[src/rtl/pwm_halfbridge_setpoint_sequencer_if.sv]
// Setpoint request and tick-number bundle between an upstream controller and the
// half-bridge setpoint sequencer.
// Ports: request_valid/request_ready/duty_cycle/dead_time (request handshake),
//        load_enable, four tick numbers and two per-side disables (generator side).
interface pwm_halfbridge_setpoint_sequencer_if #(
  parameter int bitwidth = 8
);
  logic                request_valid;
  logic                request_ready;
  logic [bitwidth-1:0] duty_cycle;
  logic [bitwidth-1:0] dead_time;
  logic                load_enable;
  logic [bitwidth-1:0] tick_number_rising_edge_highside;
  logic [bitwidth-1:0] tick_number_falling_edge_highside;
  logic [bitwidth-1:0] tick_number_rising_edge_lowside;
  logic [bitwidth-1:0] tick_number_falling_edge_lowside;
  logic                disable_highside_output;
  logic                disable_lowside_output;

  // Upstream controller: offers setpoints and observes the generator-side outputs.
  modport master (
    output request_valid, duty_cycle, dead_time,
    input  request_ready, load_enable,
           tick_number_rising_edge_highside, tick_number_falling_edge_highside,
           tick_number_rising_edge_lowside, tick_number_falling_edge_lowside,
           disable_highside_output, disable_lowside_output
  );

  // Sequencer: accepts setpoints and drives the generator-side outputs.
  modport slave (
    input  request_valid, duty_cycle, dead_time,
    output request_ready, load_enable,
           tick_number_rising_edge_highside, tick_number_falling_edge_highside,
           tick_number_rising_edge_lowside, tick_number_falling_edge_lowside,
           disable_highside_output, disable_lowside_output
  );
endinterface

[src/rtl/pwm_halfbridge_setpoint_sequencer.sv]
// Purpose: turn a duty/dead-time request into four dead-time-separated edge ticks,
//          saturating either side to "off", and load them on the next counter overflow.
// Latency: accept N, compute N+1, ticks valid in ARMED at N+2, load_enable the cycle
//          after the first overflow rising edge seen in ARMED.
// Backpressure: request_ready is high only in IDLE; one request in flight at a time.
// Ports: clock, reset (sync, active-high), enable (global output enable),
//        counter_overflow (PWM counter level), bus (slave side of the setpoint interface).
module pwm_halfbridge_setpoint_sequencer #(
  parameter int bitwidth      = 8,
  parameter int max_dead_time = 15
) (
  input  logic clock,
  input  logic reset,
  input  logic enable,
  input  logic counter_overflow,
  pwm_halfbridge_setpoint_sequencer_if.slave bus
);

  localparam logic [bitwidth-1:0] max_dt_clamp = max_dead_time[bitwidth-1:0];

  typedef enum logic [1:0] {IDLE, COMPUTE, ARMED, LOAD} state_t;

  state_t              state;
  logic                ovf_prev;
  logic                ovf_edge;
  logic [bitwidth-1:0] duty_q;
  logic [bitwidth-1:0] dt_req_q;
  logic                hs_off_pending;
  logic                ls_off_pending;
  logic                hs_off_latched;
  logic                ls_off_latched;

  // Candidate computation on the captured request. The sum carries one extra bit
  // so that a low-side rising tick past the end of the period is detectable.
  logic [bitwidth-1:0] dt_clamped;
  logic [bitwidth:0]   ls_rise_sum;
  logic                hs_off_c;
  logic                ls_off_c;

  assign ovf_edge    = counter_overflow & ~ovf_prev;
  assign dt_clamped  = (dt_req_q > max_dt_clamp) ? max_dt_clamp : dt_req_q;
  assign ls_rise_sum = {1'b0, duty_q} + {1'b0, dt_clamped};
  // High side has no on-window when its falling tick does not exceed its rising tick.
  assign hs_off_c    = (duty_q <= dt_clamped);
  // Low side would have to turn on at or after the period wraps.
  assign ls_off_c    = ls_rise_sum[bitwidth];

  always_ff @(posedge clock) begin
    if (reset) begin
      state                                 <= IDLE;
      ovf_prev                              <= 1'b0;
      duty_q                                <= '0;
      dt_req_q                              <= '0;
      hs_off_pending                        <= 1'b0;
      ls_off_pending                        <= 1'b0;
      hs_off_latched                        <= 1'b0;
      ls_off_latched                        <= 1'b0;
      bus.request_ready                     <= 1'b1;
      bus.load_enable                       <= 1'b0;
      bus.tick_number_rising_edge_highside  <= '0;
      bus.tick_number_falling_edge_highside <= '0;
      bus.tick_number_rising_edge_lowside   <= '0;
      bus.tick_number_falling_edge_lowside  <= '0;
      bus.disable_highside_output           <= 1'b1;
      bus.disable_lowside_output            <= 1'b1;
    end else begin
      ovf_prev        <= counter_overflow;
      bus.load_enable <= 1'b0;
      // Enable gating follows every cycle; overridden below when new flags are adopted.
      bus.disable_highside_output <= ~enable | hs_off_latched;
      bus.disable_lowside_output  <= ~enable | ls_off_latched;

      case (state)
        IDLE: begin
          // An overflow edge coinciding with acceptance is deliberately not acted on:
          // the tick numbers are not computed yet.
          if (bus.request_valid) begin
            duty_q            <= bus.duty_cycle;
            dt_req_q          <= bus.dead_time;
            bus.request_ready <= 1'b0;
            state             <= COMPUTE;
          end
        end

        COMPUTE: begin
          bus.tick_number_rising_edge_highside  <= hs_off_c ? '0 : dt_clamped;
          bus.tick_number_falling_edge_highside <= hs_off_c ? '0 : duty_q;
          bus.tick_number_rising_edge_lowside   <= ls_off_c ? '0 : ls_rise_sum[bitwidth-1:0];
          bus.tick_number_falling_edge_lowside  <= '0;
          hs_off_pending                        <= hs_off_c;
          ls_off_pending                        <= ls_off_c;
          state                                 <= ARMED;
        end

        ARMED: begin
          if (ovf_edge) begin
            // Flags and disables switch together with the load strobe so the
            // generator never sees new ticks with stale side enables.
            bus.load_enable             <= 1'b1;
            hs_off_latched              <= hs_off_pending;
            ls_off_latched              <= ls_off_pending;
            bus.disable_highside_output <= ~enable | hs_off_pending;
            bus.disable_lowside_output  <= ~enable | ls_off_pending;
            state                       <= LOAD;
          end
        end

        LOAD: begin
          bus.request_ready <= 1'b1;
          state             <= IDLE;
        end

        default: begin
          bus.request_ready <= 1'b1;
          state             <= IDLE;
        end
      endcase
    end
  end

endmodule

[src/flat_wrapper.sv]
// flat-port wrapper written by rule: the top's interface ports become plain ports
module pwm_halfbridge_setpoint_sequencer_flat 
#(
  parameter int bitwidth      = 8,
  parameter int max_dead_time = 15
)
  (clock, reset, enable, counter_overflow, bus_request_valid, bus_duty_cycle, bus_dead_time, bus_request_ready, bus_load_enable, bus_tick_number_rising_edge_highside, bus_tick_number_falling_edge_highside, bus_tick_number_rising_edge_lowside, bus_tick_number_falling_edge_lowside, bus_disable_highside_output, bus_disable_lowside_output);
  pwm_halfbridge_setpoint_sequencer_if #(.bitwidth(bitwidth)) bus_i ();
  input  logic clock;
  input  logic reset;
  input  logic enable;
  input  logic counter_overflow;
  input wire logic [$bits(bus_i.request_valid)-1:0] bus_request_valid;
  input wire logic [$bits(bus_i.duty_cycle)-1:0] bus_duty_cycle;
  input wire logic [$bits(bus_i.dead_time)-1:0] bus_dead_time;
  output wire logic [$bits(bus_i.request_ready)-1:0] bus_request_ready;
  output wire logic [$bits(bus_i.load_enable)-1:0] bus_load_enable;
  output wire logic [$bits(bus_i.tick_number_rising_edge_highside)-1:0] bus_tick_number_rising_edge_highside;
  output wire logic [$bits(bus_i.tick_number_falling_edge_highside)-1:0] bus_tick_number_falling_edge_highside;
  output wire logic [$bits(bus_i.tick_number_rising_edge_lowside)-1:0] bus_tick_number_rising_edge_lowside;
  output wire logic [$bits(bus_i.tick_number_falling_edge_lowside)-1:0] bus_tick_number_falling_edge_lowside;
  output wire logic [$bits(bus_i.disable_highside_output)-1:0] bus_disable_highside_output;
  output wire logic [$bits(bus_i.disable_lowside_output)-1:0] bus_disable_lowside_output;
  assign bus_i.request_valid = bus_request_valid;
  assign bus_i.duty_cycle = bus_duty_cycle;
  assign bus_i.dead_time = bus_dead_time;
  assign bus_request_ready = bus_i.request_ready;
  assign bus_load_enable = bus_i.load_enable;
  assign bus_tick_number_rising_edge_highside = bus_i.tick_number_rising_edge_highside;
  assign bus_tick_number_falling_edge_highside = bus_i.tick_number_falling_edge_highside;
  assign bus_tick_number_rising_edge_lowside = bus_i.tick_number_rising_edge_lowside;
  assign bus_tick_number_falling_edge_lowside = bus_i.tick_number_falling_edge_lowside;
  assign bus_disable_highside_output = bus_i.disable_highside_output;
  assign bus_disable_lowside_output = bus_i.disable_lowside_output;
  pwm_halfbridge_setpoint_sequencer #(.bitwidth(bitwidth), .max_dead_time(max_dead_time)) u_core (.clock(clock), .reset(reset), .enable(enable), .counter_overflow(counter_overflow), .bus(bus_i));
endmodule
[config.mk]
export PLATFORM = sky130hd
export DESIGN_NAME = pwm_halfbridge_setpoint_sequencer_flat
export DESIGN_NICKNAME = d
export VERILOG_FILES = /design/src/rtl/pwm_halfbridge_setpoint_sequencer_if.sv /design/src/rtl/pwm_halfbridge_setpoint_sequencer.sv /design/src/flat_wrapper.sv
export SDC_FILE = /design/constraint.sdc
export NUM_CORES = 1
export LEC_CHECK = 0
export BUFFER_PORTS_ARGS = -buffer_cell sky130_fd_sc_hd__buf_2
export CORE_ASPECT_RATIO = 0.6
export CORE_MARGIN = 2
export CORE_UTILIZATION = 55
export DETAILED_ROUTE_END_ITERATION = 16
export PLACE_DENSITY = 0.8
export RECOVER_POWER = 50
export SYNTH_ARGS = -nofsm -noshare
export SYNTH_HDL_FRONTEND = slang
export SYNTH_SLANG_ARGS = --single-unit
[constraint.sdc]
create_clock -name clock -period 5.4 [get_ports clock]
set_clock_uncertainty 0.2 [all_clocks]
set_input_delay 0.81 -clock clock [delete_from_list [all_inputs] [get_ports clock]]
set_output_delay 0.81 -clock clock [all_outputs]
set_load 0.01 [all_outputs]
; After elaboration in Yosys (flattened, before gate mapping)
; Cells that the tools add are included.
[classes]
add_sub_neg = 1
n_mul = 0
div = 0
magnitude_cmp = 2
eq_ne = 5
shifts = 0
mux = 14
bitwise = 8
reduce_logical = 7
[op_table]
columns = op, count
row1 = 8-bit two-way mux, 4
row2 = 8-bit by 8-bit adder with 9-bit output, 1
row3 = "8-bit by 4-bit greater-than comparator with 1-bit output, second input constant", 1
row4 = 8-bit <= comparator, 1
row5 = 2-bit case mux with 4 select lines, 1
row6 = 2-bit AND reduction, 4
row7 = 1-bit two-way mux, 6
row8 = "2-bit == test, second input constant", 2
row9 = 2-bit two-way mux, 2
row10 = 1-bit bitwise OR, 4
row11 = 1-bit inverter, 3
row12 = "2-bit by 1-bit == test with 1-bit output, second input constant", 1
row13 = 2-bit zero test, 1
row14 = "2-bit by 1-bit != test with 1-bit output, second input constant", 1
row15 = "2-bit != test, second input constant", 1
row16 = 1-bit case mux with 2 select lines, 1
row17 = 2-bit nonzero test, 1
row18 = 2-bit OR reduction, 1
row19 = 1-bit bitwise AND, 1
[totals]
ff_bits = 51
latchBits = 0
ramBits = 0
mem_bits_ro = 0
in_bits = 21
out_inout_bits = 36
elab_cells = 52
mem_count = 0

; Longest topological paths before layout
; Gate-level depths: netlist of run 1.
[logic_depth]
word_depth = 4
depth_mapped = 9
mapped_depth_nobuf = 9

; Least setup slack after synthesis of run 1
; OpenSTA, ideal clock, no wires.
[synth_timing]
path_kind = flip-flop to flip-flop
startpoint = reg u_core.dt_req_q[4]
endpoint = reg u_core.bus.tick_number_rising_edge_lowside[5] (netlist name)
setup_ns = 0.060
arrival_ns = 2.385
setup_slack_ns = 2.755
path_stages_with_launch = 10
n_path_buf = 0
period_less_slack_ns = 2.645
path_cell_list = dfxtp_1 > or4_1 > nor2_1 > inv_1 > ha_1 > fa_1 > nand3_1 > a2111oi_4 > nor3b_4 > a32o_1
[synth_via]
elab_chain_cells = 4
[synth_rtl]
columns = element, line_no
row1 = from (decl), pwm_halfbridge_setpoint_sequencer.sv:27  ; logic [bitwidth-1:0] dt_req_q;
row2 = from (signal assigned), pwm_halfbridge_setpoint_sequencer.sv:79  ; dt_req_q <= bus.dead_time;
row3 = 8-bit by 4-bit greater-than comparator with 1-bit output, pwm_halfbridge_setpoint_sequencer.sv:41  ; assign dt_clamped = (dt_req_q > max_dt_clamp) ? max_dt_clamp : dt_req_q;
row4 = 8-bit two-way mux (*), pwm_halfbridge_setpoint_sequencer.sv:41
row5 = 8-bit by 8-bit adder with 9-bit output (*), pwm_halfbridge_setpoint_sequencer.sv:42  ; assign ls_rise_sum = {1'b0, duty_q} + {1'b0, dt_clamped};
row6 = 8-bit two-way mux (*), pwm_halfbridge_setpoint_sequencer.sv:88  ; bus.tick_number_rising_edge_lowside <= ls_off_c ? '0 : ls_rise_sum[bitwidth-1:0];
row7 = to (signal assigned), pwm_halfbridge_setpoint_sequencer.sv:88
row8 = to (decl), pwm_halfbridge_setpoint_sequencer_if.sv:34  ; tick_number_rising_edge_lowside, tick_number_falling_edge_lowside,
; Mark *: on every way between the ends. The rest lies on a longest branch, timed or not.
; A chain may end at the register's enable or synchronous reset.

; Final worst setup path of run 1
[layout_timing]
startpoint = reg u_core.dt_req_q[4]
endpoint = reg u_core.bus.tick_number_rising_edge_highside[0] (netlist name)
[layout_via]
elab_chain_cells = 4
[layout_rtl]
columns = element, line_no
row1 = 8-bit by 4-bit greater-than comparator with 1-bit output, pwm_halfbridge_setpoint_sequencer.sv:41
row2 = 8-bit two-way mux (*), pwm_halfbridge_setpoint_sequencer.sv:41
row3 = 8-bit <= comparator, pwm_halfbridge_setpoint_sequencer.sv:44  ; assign hs_off_c = (duty_q <= dt_clamped);
row4 = 8-bit two-way mux (*), pwm_halfbridge_setpoint_sequencer.sv:86  ; bus.tick_number_rising_edge_highside <= hs_off_c ? '0 : dt_clamped;
row5 = to (signal assigned), pwm_halfbridge_setpoint_sequencer.sv:86
row6 = to (decl), pwm_halfbridge_setpoint_sequencer_if.sv:33  ; tick_number_rising_edge_highside, tick_number_falling_edge_highside,
; Marked as above.

==> results of run 1 <==
[power groups by stage]
stage,logic (mW),registers [mW],clock network [mW]
floorplan,0.392,0.496,0
global placement,0.499,0.494,0
detailed placement,0.513,0.496,0
CTS,0.519,0.488,0.321
global route,0.576,0.496,0.340
finish,0.516,0.488,0.319
[worst max-delay path by stage]
stage / start / end / slack, ns
2_1_floorplan: u_core.dt_req_q[4] / u_core.bus.tick_number_rising_edge_lowside[5] / 2.76
3_3_place_gp: u_core.dt_req_q[4] / u_core.hs_off_pending / 2.35
3_5_place_dp: u_core.dt_req_q[4] / u_core.bus.tick_number_rising_edge_highside[1] / 2.25
4_1_cts: u_core.dt_req_q[4] / u_core.bus.tick_number_rising_edge_highside[1] / 2.23
5_1_grt: u_core.dt_req_q[4] / u_core.bus.tick_number_rising_edge_highside[1] / 2.05
6_report: u_core.dt_req_q[4] / u_core.bus.tick_number_rising_edge_highside[0] / 2.21
[worst max-delay path, cell delays in order, from the launching register on]
cell,delay [ns]
dfxtp_1,0.32
or4_1,0.60
nor2_1,0.24
inv_1,0.12
ha_1,0.36
o21bai_1,0.09
a221o_1,0.34
a21oi_2,0.66
o41ai_1,0.11
[layout make-up]
type / instances / area [sq um] / area share, %
multi-input combinational: 217 / 1488 / 49.15
tap: 63 / 78.83 / 2.604
clock buffer: 5 / 68.82 / 2.274
inverter: 20 / 75.07 / 2.480
timing repair buffer: 49 / 227.7 / 7.524
clock inverter: 3 / 67.56 / 2.232
sequential: 51 / 1021 / 33.73
[synthesized netlist by cell type (2+ instances only)]
master,instances
ha_1,22
nor2_1,23
o41ai_2,10
buf_1,2
and2_1,6
nand3_1,2
a22o_1,5
xor2_1,2
nand2_1,50
o22ai_1,2
conb_1,2
o41ai_1,2
o31a_1,3
mux2i_1,4
nand2b_1,8
inv_1,20
nor2b_1,6
buf_2,3
a211oi_1,3
nor3_1,2
buf_6,2
dfxtp_1,51
clkbuf_1,5
or3b_1,2
a21oi_1,23
buf_4,9
o31ai_1,2
[sequential cells by signal (all words and copies together), names as in the netlist, 2 cells and up]
register / cells
u_core.bus.tick_number_rising_edge_lowside: 8
u_core.bus.tick_number_rising_edge_highside: 8
u_core.state: 2
u_core.bus.tick_number_falling_edge_highside: 8
u_core.dt_req_q: 8
u_core.duty_q: 8
[layout by cell type (no fill, tap or decap), drive strengths merged, types with 3 or more instances in the layout]
cell / count
conb: 17
clkbuf: 19
inv: 20
o41ai: 12
dfxtp: 51
nor2b: 6
a21oi: 24
nand2: 51
nor3: 3
ha: 22
a22o: 5
and2: 6
a211oi: 3
nand2b: 8
mux2i: 4
buf: 35
nor2: 24
o31a: 3
[kinds of logic (layout without fill, tap and decap cells)]
| kind of cell | after synthesis | after routing | synth area share [%] |
|---|---|---|---|
| compound gates | 63 | 63 | 20.47 |
| buf+inv | 41 | 77 | 7.764 |
| simple gates | 108 | 108 | 19.81 |
| fa+ha+maj | 23 | 23 | 11.11 |
| other cells | 2 | 17 | 0.2825 |
| mux | 4 | 4 | 1.506 |
| xor+xnor | 2 | 2 | 0.6589 |
| flops | 51 | 51 | 38.40 |
[stage by stage]
step	total power, mW	area, sq um	util [%]
after floorplan	0.8875	2715	-
after global placement	0.9927	2910	63.10
after detailed placement	1.009	2910	63.10
after CTS	1.328	3047	66.06
after global routing	1.412	3027	65.63
final	1.323	3027	65.63
[metal layers]
metal	up-vias	wire length (um)
li1	1083	-
met1	980	2908
met2	51	2359
met3	4	317
met4	0	42
met5	-	0
==> metrics.yaml, run 1 <==
detailed_routing:
  drt_iter0_markers: 86
  vias: 2118
  via_per_inst: 5.191
  drt_pass1_iterations: 4
  wl_per_cell_um: 13.79
  routed_wl_um: 5627
  drc: 0
  ant_nets: 0
grt:
  grt.overflow.total: 0
  grt_pass1_wl_um: 9177
  grt_util_all_layers_pct: 21.83
  top_usage_layer: "met1"
  antenna_found_initial: 0
  grt_max_degree: 32
  grt_use_met2_pct: 30.71
  grt_util_met3_pct: 5.462
  use_met1_pct: 33.66
  grt_pass1_vias: 1898
cells_and_area:
  diodes: 0
  fillers: 405
  area_growth_pct: 13.84
  nets: 388
  final_layout_size_suffix_gt1_share_pct: 17.10
  instances_no_fill: 408
power_and_ir_drop:
  power_density_mw_per_mm2: 437.2
  pwr-share-seq_pct: 36.9
  switchingPower_mw: 0.5130
  peakVddDrop_uv: 175.7
  pwr-share-comb_pct: 39.0
  p_leak_nw: 1.355
  p_int_mw: 0.8103
  pwr-share-clk_pct: 24.1
  swShare_pct: 38.77
timing:
  min_period_ns: 3.186
  relSlewSlack_pct: 12.45
  worst_hold_slack_ns: 0.2573
  setup_viol: 0
  maxSlewViolCount: 0
  rsz0062_at_grt: "false"
  fin_setup_tns_ns: 0
  fin_crit_sh_pct: 59.00
  worst_slack_ns: 2.214
  worst_pin_slew_ns: 1.313
  final_hold_viol_count: 0
  fmax_mhz: 313.9
synth:
  synth_top_area_share_pct: 38.40
  synthArstFlopShare_pct: 0
  yosysTopAreaCell: "dfxtp_1"
  synth.distinct_cells: 50
  yosysWarnings: 0
  netlist_area_sq_mm: 0.002659
  yosys-top-cells-area: "dfxtp_1, ha_1, nand2_1, o41ai_2, a21oi_1"
  ys_ff_latch: 51
  ys_seq_area_share_pct: 38.40
  avgSynthCellArea_sq_um: 9.044
  synth-edff-count: 0
  synth_flop_cell: "dfxtp_1"
  synthCells: 294
flow_run:
  max_cap_violations: 0
worst_setup_path:
  worstReg2RegStart: "u_core.dt_req_q[4]"
  crit_type: "flop to flop"
  r2r-end: "u_core.bus.tick_number_rising_edge_highside[0]"
  startpoint_type: "flop"
  arrival_ns: 3.17
  r2r_slack_ns: 2.21
  r2r_cells: 8
  critPathMaxFanout: 13
  worst_setup_path_end_kind: "flop"
  cp.required_ns: 5.38
floorplanning:
  rows: 19
  die_h_um: 57.86
  coreArea_sq_mm: 0.004612
  pin_count: 57
  start_util_pct: 57.65
  die_x_um: 93.76
  die_area_sq_mm: 0.005424
cts:
  clock_path_buffers: 2
  numClockSinks: 51
  cts_resized: 0
  numCtsBuffers: 5
  cts-root-buf: "clkbuf_8"
  htree_levels: 2
  insertion_delay_ns: 0.31
  cts_tree: "done"
  cts_hold_buf: 0
  cts_setup_buffers: 0
  path_clk_slew_ns: 0.09
place:
  dp_cells: 400
  portBuffers: 48
  dp_hpwl_um: 4143
  pre_cts_ws_ns: 2.248
  gp_congestion: 0.8664
run_status:
  status: "complete, no violations"
hold_path:
  holdPathStages: 2
  whs_endpoint: "u_core.dt_req_q[5]"
  hold_start: "u_core.dt_req_q[5]"
  worstHoldPathType: "flop to flop"
Note: power is estimated with default switching activity, not from simulation.
==> run 2: changes to the inputs <==
--- a/config.mk
+++ b/config.mk
@@ -8,9 +8,9 @@
 export BUFFER_PORTS_ARGS = -buffer_cell sky130_fd_sc_hd__buf_2
 export CORE_ASPECT_RATIO = 0.6
 export CORE_MARGIN = 2
-export CORE_UTILIZATION = 55
+export CORE_UTILIZATION = 54
 export DETAILED_ROUTE_END_ITERATION = 16
-export PLACE_DENSITY = 0.8
+export PLACE_DENSITY = 0.79
 export RECOVER_POWER = 50
 export SYNTH_ARGS = -nofsm -noshare
 export SYNTH_HDL_FRONTEND = slang
==> constraint.sdc (replaced) <==
create_clock -name clock -period 3.1 [get_ports clock]
set_clock_uncertainty 0.2 [all_clocks]
set_input_delay 0.465 -clock clock [delete_from_list [all_inputs] [get_ports clock]]
set_output_delay 0.465 -clock clock [all_outputs]
set_load 0.01 [all_outputs]
==> run 2 against run 1 <==
  * Wire length fell by 4.0%
  * Power rose by 62%
  * Hold slack got worse by 0.073 ns
  * Sequential cell count did not move
  * Cell count rose by 0.49%
  * Sequential power rose by 74%
  * Global-route usage fell by 0.51 points
  * Core utilization fell by 1.6 points
  * Clock power rose by 22%
  * First-iteration DRC count rose by 24%
  * Largest cell class unchanged
==> metrics.yaml, run 2 (same netlist as run 1, synthesis figures left out) <==
worst_setup_path:
  cpLargestDelayFamily: "simple AND/OR/NAND/NOR gates"
  worst-path-buf-inv: 1
  cp_slowest_cell: "or4_1"
  crit_path_max_incr_delay_ns: 0.59
  cp.required_ns: 3.15
  critPathMaxFanout: 6
  crit_type: "flop to flop"
  startpoint_type: "flop"
  crit_chain: "or4_1 > nor2_1 > inv_1 > ha_1 > fa_1 > nand3_1 > a2111oi_4 > nor3b_4 > a32o_1"
  arrival_ns: 2.97
  worst_setup_path_end_kind: "flop"
cts:
  numCtsBuffers: 5
  cts_hold_buf: 0
  clock_path_buffers: 2
  htree_levels: 2
  insertion_delay_ns: 0.31
  cts-root-buf: "clkbuf_8"
  cts_resized: 0
  cts_tree: "done"
  cts_setup_buffers: 0
  path_clk_slew_ns: 0.09
  numClockSinks: 51
cells_and_area:
  nets: 391
  regArea_sq_mm: 0.001021
  area_growth_pct: 12.24
  final_cell_mix: "dfxtp_1, nand2_1, clkbuf_1"
  fillers: 424
  layout_commonest_cell: "dfxtp_1"
  multiInputGateArea_sq_mm: 0.001491
  final_layout_size_suffix_gt1_share_pct: 13.26
  diodes: 0
flow_run:
  max_cap_violations: 0
timing:
  worst_pin_slew_ns: 1.303
  worst_slack_ns: 0.1804
  rsz0062_at_grt: "false"
  maxSlewViolCount: 0
  min_period_ns: 2.920
  fin_crit_sh_pct: 94.18
  worst_hold_slack_ns: 0.1842
  final_hold_viol_count: 0
  fin_setup_tns_ns: 0
  setup_viol: 0
  relSlewSlack_pct: 13.11
  fmax_mhz: 342.5
detailed_routing:
  vias: 2132
  wl_per_cell_um: 13.18
  drc: 0
  ant_nets: 0
  drt_pass1_iterations: 5
  via_per_inst: 5.200
  routed_wl_um: 5403
  drt_iter0_markers: 107
grt:
  grt.overflow.total: 0
  grt_util_all_layers_pct: 21.32
  grt_max_degree: 32
  antenna_found_initial: 0
  grt_pass1_vias: 1950
  grt_pass1_wl_um: 9121
floorplanning:
  die_h_um: 58.35
  rows: 19
  coreArea_sq_mm: 0.004659
  die_area_sq_mm: 0.005519
  die_x_um: 94.59
  pin_count: 57
  start_util_pct: 57.06
hold_path:
  worstHoldPathType: "primary input to flop"
power_and_ir_drop:
  power_density_mw_per_mm2: 717.1
  peakVddDrop_uv: 345.1
  p_leak_nw: 1.286
  p_total_mw: 2.140
place:
  portBuffers: 48
  pre_cts_ws_ns: 0.2172
  gp_congestion: 0.8577
  dp_hpwl_um: 3953
run_status:
  status: "complete, no violations"
run 2: changes by cell type in the layout (fill, tap and decap cells not counted):
cell	before	now
a21oi_1	23	22
a21oi_2	1	2
buf_2	35	19
buf_4	0	3
bufinv_16	2	0
clkbuf_1	14	30
clkbuf_8	5	6
clkinv_2	0	1
clkinvlp_4	1	0
run 2: area by class of cell:
class | instances | share of cell area, %
Inverter | 20 | 2.516
Multi-Input combinational cell | 217 | 49.98
Sequential cell | 51 | 34.21
Clock buffer | 6 | 2.767
Timing Repair Buffer | 52 | 7.715
Clock inverter | 1 | 0.1677
Tap cell | 63 | 2.642
run 2: through the flow:
stage	instance area (sq um)	cells	utilization, %
finish	2984	410	64.04
global route	2984	410	64.04
CTS	3020	410	64.82
detailed placement	2933	403	62.94
global placement	2933	403	62.94
floorplan	2715	309	-
run 2: metal layers:
layer	share of wire, %	vias up	GRT usage [%]
li1	-	1090	-
met2	40	51	30.41
met3	6.5	4	7.170
met5	0	-	0
met4	0.65	0	3.520
met1	53	987	31.95
run 2: power breakdown:
group	total (mW)	switching, mW	internal, mW
Sequential	0.849	0.0821	0.767
Clock	0.388	0.213	0.176
Combinational	0.903	0.575	0.328
Total	2.14	0.870	1.27
run 2: final timing paths:
kind	start	end	slack [ns]	cells past startpoint
worst min-delay path	bus_duty_cycle[1]	u_core.duty_q[1]	0.18	3
worst max-delay path	u_core.dt_req_q[4]	u_core.bus.tick_number_rising_edge_lowside[5]	0.18	9
worst min register to register	u_core.dt_req_q[6]	u_core.dt_req_q[6]	0.26	2
worst max register to register	u_core.dt_req_q[4]	u_core.bus.tick_number_rising_edge_lowside[5]	0.18	9
run 2: tightest hold or removal path, stage by stage:
cell	delay, ns
buf_2	0.10
nand2_1	0.04
a21oi_1	0.05
